$ cat src/rtl/hamming_stream_ctrl_if.sv
// Operand/result handshake bundle between a stream source, the Hamming
// stream controller and its external accumulator.
//   start, in_valid, in_x, in_y, in_ready  : run request and operand beats
//   x, y, acc_clr, acc_o                   : accumulator drive and running sum
//   result, result_valid, result_ready     : final-distance handshake
//   busy                                   : controller not idle
interface hamming_stream_ctrl_if #(
    parameter int unsigned W  = 5,
    parameter int unsigned OW = 11
);
    logic          start;
    logic          in_valid;
    logic [W-1:0]  in_x;
    logic [W-1:0]  in_y;
    logic          in_ready;
    logic [W-1:0]  x;
    logic [W-1:0]  y;
    logic          acc_clr;
    logic [OW-1:0] acc_o;
    logic [OW-1:0] result;
    logic          result_valid;
    logic          result_ready;
    logic          busy;

    // Environment side: stream source, accumulator and result sink.
    modport master (
        output start, in_valid, in_x, in_y, acc_o, result_ready,
        input  in_ready, x, y, acc_clr, result, result_valid, busy
    );

    // Controller side.
    modport slave (
        input  start, in_valid, in_x, in_y, acc_o, result_ready,
        output in_ready, x, y, acc_clr, result, result_valid, busy
    );
endinterface

$ cat src/rtl/hamming_stream_ctrl.sv
// Hamming-distance stream controller: accepts CC operand chunks of W bits,
// forwards each (or zero on bubbles) to an external accumulator, captures the
// accumulator's running sum after the last chunk and holds it until taken.
//   clk  : rising-edge clock
//   rst  : asynchronous active-low reset
//   bus  : handshake bundle (slave modport), see hamming_stream_ctrl_if
module hamming_stream_ctrl #(
    parameter int unsigned N  = 1600,
    parameter int unsigned CC = 320,
    parameter int unsigned OW = 11
) (
    input  logic                   clk,
    input  logic                   rst,
    hamming_stream_ctrl_if.slave   bus
);
    localparam int unsigned W  = N / CC;
    localparam int unsigned CW = $clog2(CC + 1);

    typedef enum logic [1:0] {
        IDLE   = 2'd0,
        STREAM = 2'd1,
        DRAIN  = 2'd2,
        HOLD   = 2'd3
    } state_t;

    state_t          r_state;
    logic [CW-1:0]   r_cnt;
    logic [W-1:0]    r_x;
    logic [W-1:0]    r_y;
    logic [OW-1:0]   r_result;
    logic            r_result_valid;
    logic            r_in_ready;
    logic            r_busy;
    logic            r_acc_clr;
    logic            w_beat;

    // in_ready is only ever high in STREAM, so this also gates data outside it.
    assign w_beat = r_in_ready & bus.in_valid;

    // Controller FSM with all outputs held in flops.
    always_ff @(posedge clk or negedge rst) begin
        if (!rst) begin
            r_state        <= IDLE;
            r_cnt          <= '0;
            r_x            <= '0;
            r_y            <= '0;
            r_result       <= '0;
            r_result_valid <= 1'b0;
            r_in_ready     <= 1'b0;
            r_busy         <= 1'b0;
            r_acc_clr      <= 1'b1;
        end else begin
            case (r_state)
                IDLE: begin
                    r_x <= '0;
                    r_y <= '0;
                    if (bus.start) begin
                        r_state    <= STREAM;
                        r_cnt      <= '0;
                        r_in_ready <= 1'b1;
                        r_busy     <= 1'b1;
                        r_acc_clr  <= 1'b0;
                    end
                end
                STREAM: begin
                    if (w_beat) begin
                        r_x   <= bus.in_x;
                        r_y   <= bus.in_y;
                        r_cnt <= r_cnt + CW'(1);
                        // Drop ready on the edge taking the final beat.
                        if (r_cnt == CW'(CC - 1)) begin
                            r_state    <= DRAIN;
                            r_in_ready <= 1'b0;
                        end
                    end else begin
                        // Bubble: zero chunk adds zero distance.
                        r_x <= '0;
                        r_y <= '0;
                    end
                end
                DRAIN: begin
                    // acc_o now includes the last chunk still on x/y.
                    r_result <= bus.acc_o;
                    r_x      <= '0;
                    r_y      <= '0;
                    r_state  <= HOLD;
                end
                HOLD: begin
                    // Valid rises one edge after capture; result is already stable.
                    if (!r_result_valid) begin
                        r_result_valid <= 1'b1;
                    end else if (bus.result_ready) begin
                        r_result_valid <= 1'b0;
                        r_busy         <= 1'b0;
                        r_acc_clr      <= 1'b1;
                        r_state        <= IDLE;
                    end
                end
                default: r_state <= IDLE;
            endcase
        end
    end

    assign bus.in_ready     = r_in_ready;
    assign bus.x            = r_x;
    assign bus.y            = r_y;
    assign bus.acc_clr      = r_acc_clr;
    assign bus.result       = r_result;
    assign bus.result_valid = r_result_valid;
    assign bus.busy         = r_busy;
endmodule

$ cat src/flat_wrapper.sv
// flat-port wrapper written by rule: the top's interface ports become plain ports
module hamming_stream_ctrl_flat 
#(
    parameter int unsigned N  = 1600,
    parameter int unsigned CC = 320,
    parameter int unsigned OW = 11
)
  (clk, rst, bus_start, bus_in_valid, bus_in_x, bus_in_y, bus_acc_o, bus_result_ready, bus_in_ready, bus_x, bus_y, bus_acc_clr, bus_result, bus_result_valid, bus_busy);
  hamming_stream_ctrl_if #(.W((N / CC)), .OW(OW)) bus_i ();
  input  logic clk;
  input  logic rst;
  input wire logic [$bits(bus_i.start)-1:0] bus_start;
  input wire logic [$bits(bus_i.in_valid)-1:0] bus_in_valid;
  input wire logic [$bits(bus_i.in_x)-1:0] bus_in_x;
  input wire logic [$bits(bus_i.in_y)-1:0] bus_in_y;
  input wire logic [$bits(bus_i.acc_o)-1:0] bus_acc_o;
  input wire logic [$bits(bus_i.result_ready)-1:0] bus_result_ready;
  output wire logic [$bits(bus_i.in_ready)-1:0] bus_in_ready;
  output wire logic [$bits(bus_i.x)-1:0] bus_x;
  output wire logic [$bits(bus_i.y)-1:0] bus_y;
  output wire logic [$bits(bus_i.acc_clr)-1:0] bus_acc_clr;
  output wire logic [$bits(bus_i.result)-1:0] bus_result;
  output wire logic [$bits(bus_i.result_valid)-1:0] bus_result_valid;
  output wire logic [$bits(bus_i.busy)-1:0] bus_busy;
  assign bus_i.start = bus_start;
  assign bus_i.in_valid = bus_in_valid;
  assign bus_i.in_x = bus_in_x;
  assign bus_i.in_y = bus_in_y;
  assign bus_i.acc_o = bus_acc_o;
  assign bus_i.result_ready = bus_result_ready;
  assign bus_in_ready = bus_i.in_ready;
  assign bus_x = bus_i.x;
  assign bus_y = bus_i.y;
  assign bus_acc_clr = bus_i.acc_clr;
  assign bus_result = bus_i.result;
  assign bus_result_valid = bus_i.result_valid;
  assign bus_busy = bus_i.busy;
  hamming_stream_ctrl #(.N(N), .CC(CC), .OW(OW)) u_core (.clk(clk), .rst(rst), .bus(bus_i));
endmodule
$ cat config.mk
export PLATFORM = sky130hd
export DESIGN_NAME = hamming_stream_ctrl_flat
export DESIGN_NICKNAME = d
export VERILOG_FILES = /design/src/rtl/hamming_stream_ctrl_if.sv /design/src/rtl/hamming_stream_ctrl.sv /design/src/flat_wrapper.sv
export SDC_FILE = /design/constraint.sdc
export NUM_CORES = 1
export LEC_CHECK = 0
export CORE_ASPECT_RATIO = 1.2
export CORE_MARGIN = 2
export CORE_UTILIZATION = 46
export DETAILED_ROUTE_END_ITERATION = 10
export HOLD_SLACK_MARGIN = 0.02
export PLACE_DENSITY_LB_ADDON = 0.12
export SYNTH_ARGS = -nofsm -noshare
export SYNTH_HDL_FRONTEND = slang
export SYNTH_SLANG_ARGS = --single-unit
$ cat constraint.sdc
create_clock -name clk -period 2.12 [get_ports clk]
set_input_delay 0.424 -clock clk [delete_from_list [all_inputs] [get_ports clk]]
set_output_delay 0.424 -clock clk [all_outputs]
set_load 0.02 [all_outputs]
==> results of run 1 <==
[worst max-delay path, delay by kind of cell, from the launching register on]
kind	cells	cell delay, ns
buffers and inverters	1	0.14
AO/OA/AOI/OAI	2	0.29
AND/OR/NAND/NOR	2	0.71
flip-flops	1	0.40
adder cells (fa/ha/maj)	1	0.30
[registers in the layout, indices dropped and copies added, names as in the netlist]
| name | count |
|---|---|
| u_core.bus.x | 5 |
| u_core.bus.result | 11 |
| u_core.r_cnt | 9 |
| u_core.bus.y | 5 |
| u_core.bus.acc_clr | 1 |
| u_core.bus.result_valid | 1 |
| u_core.bus.busy | 1 |
| u_core.bus.in_ready | 1 |
| u_core.r_state | 2 |
[area by class of cell]
class | count | area [um2] | area share
Clock buffer | 6 | 72.57 | 0.03246
Clock inverter | 1 | 5.005 | 0.002238
Inverter | 2 | 7.507 | 0.003358
Multi-Input combinational cell | 88 | 691.9 | 0.3095
Sequential cell | 36 | 902.1 | 0.4035
Tap cell | 37 | 46.29 | 0.02071
Timing Repair Buffer | 52 | 510.5 | 0.2283
[cells by family after synthesis]
kind of cell | share of synthesized area
compound gates | 0.1400
flops | 0.5546
xor+xnor | 0.01077
mux | 0.09615
fa+ha+maj | 0.04615
simple gates | 0.1308
buf+inv | 0.02154
[routing by layer]
metal	up-vias	routed length [um]	global-route usage
li1	587	-	-
met1	622	1387	0.2290
met2	32	1996	0.3508
met3	7	141	0.06191
met4	0	74	0.07752
met5	-	0	0
[layout by cell type (no fill, tap or decap), types with 4 or more instances in the layout]
master / instances
nand2_1: 11
clkbuf_8: 5
a22o_1: 11
a21oi_1: 7
clkdlybuf4s50_1: 49
o21ai_0: 7
ha_1: 5
mux2_2: 12
dfrtp_1: 35
nor2_1: 4
[report_power, final]
group          switching, mW  internal (mW)
Sequential                 0          0.687
Combinational         0.0200         0.0391
Clock                  0.220          0.223
Total                  0.240          0.949
[final timing paths]
kind,from,end,cells after the start
setup / recovery,u_core.r_state[0],u_core.r_cnt[5],6
hold / removal,rst,u_core.r_cnt[7],1
setup reg to reg,u_core.r_state[0],u_core.r_cnt[5],6
hold reg to reg,u_core.bus.result[7],u_core.bus.result[7],1
max in group asynchronous,rst,u_core.bus.y[1],1
min in group clk,u_core.bus.result[7],u_core.bus.result[7],1
==> results.tsv, run 1 <==
stage	metric	value	unit
status	status	finished clean	
floorplanning	rows	23	
placement	gp_congestion	0.8665	
layout	fin_area	0.002236	mm2
drt	drt_iter0_markers	83	
synthesis	synth_top_area_cell	dfrtp_1	
hold_path	hold_path.class	in2async	
drt	finalWirelength	3600	um
drt	wl_per_cell	16.22	um
synthesis	synth_commonest_cells	dfrtp_1 (35), mux2_2 (12), a22o_1 (11), nand2_1 (11)	
layout	antennaDiodeCount	0	
synthesis	ys_ff_latch	36	
grt	grt_use_total	0.2035	
cts	clock-sinks	36	
layout	drive_gt1_frac	0.1676	
worst_setup_path	critPathLaunchType	flop	
worst_setup_path	worst_path_largest_cell_delay	0.52	ns
layout	final_util	0.6641	
synthesis	synth_area_per_cell	12.42	um2
synthesis	synth_edf_count	0	
cts	post_cts_resized	0	
timing	relSlewSlack	0.4756	
worst_setup_path	path_cells	inv_1 -> ha_2 -> and2b_4 -> o21ai_2 -> or4_1 -> a21oi_1	
timing	worst_pin_slew	0.7866	ns
cts	cts_tree	built	
drt	vias	1248	
synthesis	syn_area	0.001627	mm2
power_and_ir_drop	totalPowerFinal	1.189	mW
power_and_ir_drop	irDropWorstVdd	0.0005469	V
timing	hold_viol	0	
grt	grt_pass1_wl	6237	um
drt	via_per_inst	5.622	
placement	io_buffers	50	
cts	cts_setup_buffers	0	
layout	fill_cells	272	
floorplanning	dieHeight	69.14	um
drt	ant_nets	0	
worst_setup_path	path_class	reg2reg	
timing	clock_skew	0.002619	ns
drt	drc	0	
timing	min_period_over_period	0.9058	
grt	grt_max_degree	37	
grt	overflow	0	
timing	rsz0062_at_grt	no	
power_and_ir_drop	p_leak	1.005	nW
grt	grt_pass1_vias	1351	
worst_setup_path	end_kind	flop	
timing	hold_ws	0.2239	ns
synthesis	synth_area_leaders	dfrtp_1 (54%), mux2_2 (8.3%), a22o_1 (5.9%)	
cts	clockBufferDepth	2	
floorplanning	core-area	0.003367	mm2
floorplanning	start_util	0.4831	
synthesis	yosysMostFrequentCell	dfrtp_1	
synthesis	yosysSeqAreaShare	0.5546	
placement	hpwl	2688	um
timing	drv_slew	0	
synthesis	synthCells	131	
synthesis	ys.flop_type	dfrtp_1	
layout	syn2layout_area_growth	37.46	%
power_and_ir_drop	p_per_area	532.0	mW/mm2
synthesis	ys.warnings.count	0	
cts	cts_buffers	5	
worst_setup_path	worst-r2r-setup-slack	0.20	ns
placement	place_inst	215	
timing	fmax	520.8	MHz
cts	htree_levels	2	
placement	dp_slack	0.08090	ns
drt	drt_first_pass_iters	4	
worst_setup_path	crit_arrival	2.13	ns
cts	insertion_delay	0.28	ns
cts	root_buffer	clkbuf_8	
synthesis	synth-async-reset-ratio	1.000	
worst_setup_path	critPathSlowestCell	or4_1	
cts	path_clk_slew	0.07	ns
timing	post-route-min-period	1.920	ns
worst_setup_path	cp_data_required_time	2.33	ns
synthesis	synth_top_area_frac	0.5385	
timing	finalSetupViolations	0	
placement	postPlaceCellArea	0.002156	mm2
worst_setup_path	worst-path-max-fanout	14	
cts	ctsHoldBuffers	0	
layout	fin_cells	222	
job	drv_cap	0	
timing	setup_ws	0.1998	ns
floorplanning	die_w	58.29	um
grt	antenna_found_initial	0	
synthesis	synthDistinctLibCells	37	
synthesis	synth_nets	163	
floorplanning	die_area	0.004030	mm2
timing	setup_tns	0	ns
layout	layout.nets	217	
floorplanning	io_pins	51	
Note: power is estimated with default switching activity, not from simulation.
==> run 2: changes to the inputs <==
--- a/config.mk
+++ b/config.mk
@@ -5,12 +5,14 @@
 export SDC_FILE = /design/constraint.sdc
 export NUM_CORES = 1
 export LEC_CHECK = 0
+export ABC_AREA = 1
 export CORE_ASPECT_RATIO = 1.2
 export CORE_MARGIN = 2
 export CORE_UTILIZATION = 46
 export DETAILED_ROUTE_END_ITERATION = 10
 export HOLD_SLACK_MARGIN = 0.02
 export PLACE_DENSITY_LB_ADDON = 0.12
+export SLEW_MARGIN = 10
 export SYNTH_ARGS = -nofsm -noshare
 export SYNTH_HDL_FRONTEND = slang
 export SYNTH_SLANG_ARGS = --single-unit
==> run 2 against run 1 <==
Compared with the run above: non-clock buffer count did not move; hold slack gained 0.25 ns; area after synthesis rose by 5.2%; via count grew 19%; critical path depth is 5 lower; register-to-register slack improved by 0.21 ns; count of clock-buffer cells in the layout unchanged; largest cell class unchanged.
==> results.tsv, run 2 <==
stage	metric	value	unit
worst_setup_path	worst_path_largest_cell_delay	0.60	ns
power_and_ir_drop	totalPowerFinal	3.069	mW
timing	worst_pin_slew	0.4739	ns
timing	min_period_over_period	0.8663	
power_and_ir_drop	irDropWorstVdd	0.0009370	V
placement	dp_slack	0.4087	ns
power_and_ir_drop	p_per_area	1323	mW/mm2
synthesis	yosysSeqAreaShare	0.5270	
synthesis	synth_edf_count	0	
layout	fill_cells	333	
cts	path_clk_slew	0.07	ns
drt	drt_iter0_markers	77	
placement	postPlaceCellArea	0.002242	mm2
floorplanning	die_w	59.69	um
timing	drv_slew	0	
worst_setup_path	worst-path-max-fanout	2	
placement	gp_congestion	0.8674	
grt	grt_pass1_vias	1462	
drt	drt_first_pass_iters	4	
worst_setup_path	crit_arrival	1.41	ns
synthesis	synth_nets	249	
timing	setup_tns	0	ns
job	drv_cap	0	
synthesis	synth_top_area_frac	0.5117	
synthesis	synth_top_area_cell	dfrtp_1	
drt	vias	1487	
synthesis	synthDistinctLibCells	20	
synthesis	ys_ff_latch	36	
timing	rsz0062_at_grt	no	
timing	hold_ws	0.4704	ns
drt	ant_nets	0	
floorplanning	rows	24	
layout	final_common_cell	nand2_1	
worst_setup_path	critPathTopFamily	buffers and inverters	
worst_setup_path	path_cells	clkdlybuf4s50_1	
worst_setup_path	path_buf_inv	1	
timing	finalSetupViolations	0	
layout	seq_area	902.1	um2
synthesis	synth_area_leaders	dfrtp_1 (51%), nand2_1 (22%), o21ai_0 (5.3%)	
floorplanning	die_area	0.004227	mm2
timing	hold_viol	0	
layout	layout_common_cells	nand2_1 (100), clkdlybuf4s50_1 (50), dfrtp_1 (35), o21ai_0 (18)	
drt	drc	0	
worst_setup_path	critPathLaunchType	flop	
cts	cts_setup_buffers	0	
placement	io_buffers	50	
floorplanning	io_pins	51	
cts	insertion_delay	0.29	ns
worst_setup_path	end_kind	output port	
worst_setup_path	path_class	reg2out	
status	status	finished clean	
cts	cts_buffers	5	
floorplanning	start_util	0.4750	
drt	via_per_inst	4.797	
grt	grt_pass1_wl	6161	um
grt	grt_use_total	0.1948	
layout	fin_area	0.002320	mm2
cts	htree_levels	2	
layout	layout.nets	303	
cts	clockBufferDepth	2	
layout	drive_gt1_frac	0.05535	
cts	ctsHoldBuffers	0	
timing	setup_ws	0.2834	ns
timing	fmax	544.5	MHz
power_and_ir_drop	p_leak	1.091	nW
synthesis	yosysMostFrequentCell	nand2_1	
grt	antenna_found_initial	0	
synthesis	synth_commonest_cells	nand2_1 (100), dfrtp_1 (35), o21ai_0 (18)	
timing	post-route-min-period	1.837	ns
floorplanning	dieHeight	70.82	um
hold_path	hold_path.class	reg2reg	
layout	final_util	0.6438	
cts	cts_tree	built	
timing	clock_skew	0.004317	ns
layout	fin_cells	310	
synthesis	synth-async-reset-ratio	1.000	
layout	antennaDiodeCount	0	
synthesis	synth_area_per_cell	7.888	um2
synthesis	syn_area	0.001712	mm2
synthesis	ys.warnings.count	0	
grt	overflow	0	
drt	finalWirelength	3657	um
timing	relSlewSlack	0.6841	
placement	place_inst	303	
synthesis	synthCells	217	
grt	grt_max_degree	37	
layout	syn2layout_area_growth	35.53	%
drt	wl_per_cell	11.80	um
layout	largest_reg_flops	11	
cts	clock-sinks	36	
layout	multi_input_area	705.7	um2
worst_setup_path	critPathSlowestCell	clkdlybuf4s50_1	
placement	hpwl	2653	um
synthesis	ys.flop_type	dfrtp_1	
cts	post_cts_resized	0	
cts	root_buffer	clkbuf_8	
floorplanning	core-area	0.003603	mm2
worst_setup_path	cp_data_required_time	1.70	ns
run 2: cell count changes in the layout (fill, tap and decap cells not counted), sizes merged, moves of 3 or more:
cell	delta
mux2	-13
inv	+15
o21ai	+12
or3	-3
nand3	+7
nand2	+90
a22o	-11
nor2	+13
a21oi	-6
run 2: routing by layer:
| layer | track usage | vias to the layer above | part of all wire |
|---|---|---|---|
| met5 | 0 | - | 0 |
| met4 | 0.07407 | 0 | 0.018 |
| met3 | 0.08044 | 7 | 0.077 |
| met2 | 0.3104 | 43 | 0.47 |
| met1 | 0.2317 | 663 | 0.43 |
| li1 | - | 774 | - |
run 2: path summary, 6_finish.rpt:
check	depth (start not counted)	from	end	slack, ns
max	1	u_core.bus.acc_clr	bus_acc_clr	0.28
min	2	u_core.bus.result[2]	u_core.bus.result[2]	0.47
max reg2reg	9	u_core.r_state[1]	u_core.r_cnt[6]	0.41
min reg2reg	2	u_core.bus.result[2]	u_core.bus.result[2]	0.47
max in group asynchronous	2	rst	u_core.bus.acc_clr	1.23
min in group asynchronous	2	rst	u_core.r_cnt[5]	0.55
run 2: logic make-up (layout without fill, tap and decap cells):
logic type               Yosys count  after routing  synth area share
AO/OA/AOI/OAI                     23             23           0.07311
flip-flops                        36             36            0.5270
buffers and inverters             23             77           0.06067
AND/OR/NAND/NOR                  129            129            0.2953
adder cells (fa/ha/maj)            6              6           0.04386
run 2: power breakdown:
part / switching (mW) / internal, mW
sequential: 0.140 / 0.927
combinational: 0.922 / 0.624
clock: 0.233 / 0.223
total: 1.29 / 1.77
run 2: layout make-up:
cell class	count	share of cell area
timing repair buffer	52	0.2222
tap	39	0.02104
multi-input combinational	158	0.3042
sequential	36	0.3889
clock inverter	1	0.002158
clock buffer	6	0.03128
inverter	18	0.03021
==> run 3: changes to the inputs <==
--- a/config.mk
+++ b/config.mk
@@ -6,6 +6,7 @@
 export NUM_CORES = 1
 export LEC_CHECK = 0
 export ABC_AREA = 1
+export ABC_CLOCK_PERIOD_IN_PS = 2120
 export CORE_ASPECT_RATIO = 1.2
 export CORE_MARGIN = 2
 export CORE_UTILIZATION = 46
==> results of run 3 <==
No change in the layout: final DEF, timing and power equal those of run 2.
==> RTL edit, RTL diff (settings of run 3) <==
The 4 states of `state_t` get a one-hot encoding in 4 bits.
--- a/src/rtl/hamming_stream_ctrl.sv
+++ b/src/rtl/hamming_stream_ctrl.sv
@@ -16,11 +16,11 @@
     localparam int unsigned W  = N / CC;
     localparam int unsigned CW = $clog2(CC + 1);
 
-    typedef enum logic [1:0] {
-        IDLE   = 2'd0,
-        STREAM = 2'd1,
-        DRAIN  = 2'd2,
-        HOLD   = 2'd3
+    typedef enum logic [3:0] {
+        IDLE   = 4'b0001,
+        STREAM = 4'b0010,
+        DRAIN  = 4'b0100,
+        HOLD   = 4'b1000
     } state_t;
 
     state_t          r_state;
Check against the original RTL: no difference found for any inputs over 10 cycles, from zero or initial values and one cycle with rst low; not proved beyond that.
==> RTL edit against run 3 <==
Cell count is 2.6% lower; die area rose by 3.1%; sequential cell count up 2; area after synthesis rose by 3.3%; worst setup slack better by 4.4 ps; critical path type unchanged; design area grew 3.7%; critical endpoint unchanged; sequential share of layout area is 0.76 points higher; wire length shrank 1.0%; clock skew shrank 0.73 ps; via count down 4.0%.
Power is not compared: it rests on default switching activity, and its combinational part moved more than twofold at a synthesized area within 25%.
==> RTL edit: results (changes against run 3) <==
metric,value,unit,change
outcome,"finished, final reports clean",,
min_path_type,in2async,,
wirelength,3620,um,-1.0%
synth_common_cells,"nand2_1, dfrtp_1, inv_1, nand3_1, nor2_1",,
n_antenna_cell,0,,unchanged
dp_cells,294,,-3.0%
postCtsResizedCells,0,,unchanged
use_met3,0.0606,,-0.0198
ys_warn_count,0,,unchanged
skew,3.58,ps,-0.734 ps
syn_area_per_cell,9.16,um2,+16%
synthTopCellsByArea,"dfrtp_1, nand2_1, mux2_4, nand3_1, dfstp_2",,
grt_pass1_wl,5970,um,-3.1%
clk_pin_slew,70,ps,about the same
dr.pass1.iters,4,,unchanged
grt_use_met2,0.293,,-0.0177
cp_max_fo,2,,unchanged
drt_iter0_markers,33,,-57%
clk_latency,290,ps,about the same
p_leak,1.19,nW,
dr_total_vias,1427,,-4.0%
yosysUniqueCellTypes,23,,+15%
placed_cell_area,2310,um2,+3.2%
clockBufferDepth,2,,unchanged
syn-num-nets,220,,-12%
place_congestion,0.874,,+0.76%
numCtsBuffers,5,,unchanged
synth-main-ff-cell,dfrtp_1,,
ir_drop,0.787,mV,
grt_max_degree,39,,+5.4%
crit_arrival,1410,ps,about the same
postSynth.asyncResetShare,1.00,,unchanged
crit_path_top_delay_cell,clkdlybuf4s50_1,,
track_usage,0.183,,-0.0114
cp_top_family,buffers and inverters,,
htreeDepth,2,,unchanged
met1_usage,0.227,,-0.00512
via_per_inst,4.73,,-1.5%
ys_seq_area_frac,0.539,,+0.0122
largest_register_ffs,11,,unchanged
cts_root_buf,clkbuf_8,,
io_buffers,50,,unchanged
layout-drive-gt1-share,0.144,,+0.0886
antenna_found_initial,0,,unchanged
nets,276,,-8.9%
relSlewSlack,0.688,,+0.00427
hpwlAfterDp,2590,um,-2.5%
max_stage_delay,590,ps,
postCtsSetupBuffers,0,,unchanged
-- RTL edit: cell types whose count changed in the layout (fill, tap and decap cells not counted), moves of 4 or more --
cell / run 3 / this run
nand2_1: 100 / 78
nand3_1: 8 / 12
nor2_1: 16 / 11
nand4_1: 1 / 5
o21ai_0: 18 / 4
mux2_4: 0 / 9
ha_1: 6 / 1
-- RTL edit: worst paths after layout --
check	startpoint	to	slack, ps	depth (start not counted)
setup reg to reg	u_core.r_state[0]	u_core.bus.result[1]	680	4
min in group clk	u_core.bus.y[4]	u_core.bus.y[4]	470	2
setup / recovery	u_core.bus.acc_clr	bus_acc_clr	290	1
hold / removal	rst	u_core.bus.result[9]	180	2
max in group asynchronous	rst	u_core.bus.acc_clr	1590	2
hold reg to reg	u_core.bus.y[4]	u_core.bus.y[4]	470	2
-- RTL edit: routing by layer --
metal / share of wire / vias up
li1: - / 724
met5: 0 / -
met1: 0.45 / 652
met4: 0.019 / 0
met3: 0.071 / 8
met2: 0.46 / 43
-- RTL edit: final cells by class --
cell class | instances | area (um2)
inverters | 16 | 60.1
clock buffers | 7 | 86.3
clock inverters | 1 | 5.00
flip-flops and latches | 38 | 953
multi-input cells | 136 | 724
fillers | 334 | 1260
well taps | 52 | 65.1
repair buffers | 52 | 510
-- RTL edit: cells by family (layout without fill, tap and decap cells) --
group / after synthesis / in the layout / share of synthesized area
xor+xnor: 1 / 1 / 0.00495
mux: 11 / 11 / 0.0892
simple gates: 116 / 116 / 0.283
buf+inv: 19 / 76 / 0.0510
flops: 38 / 38 / 0.539
compound gates: 7 / 7 / 0.0255
fa+ha+maj: 1 / 1 / 0.00708
-- RTL edit: where the power goes --
| part | internal [mW] | total [mW] | leakage, nW | switching [mW] |
|---|---|---|---|---|
| combinational | 0.302 | 0.733 | 0.658 | 0.431 |
| clock | 0.263 | 0.515 | 0.0482 | 0.252 |
| sequential | 0.855 | 0.935 | 0.483 | 0.0804 |
| total | 1.42 | 2.18 | 1.19 | 0.764 |
-- RTL edit: per-stage QoR --
step,setup WS [ps],utilization
floorplan,835,-
global placement,441,0.631
detailed placement,424,0.631
CTS,279,0.656
global route,252,0.656
finish,288,0.656
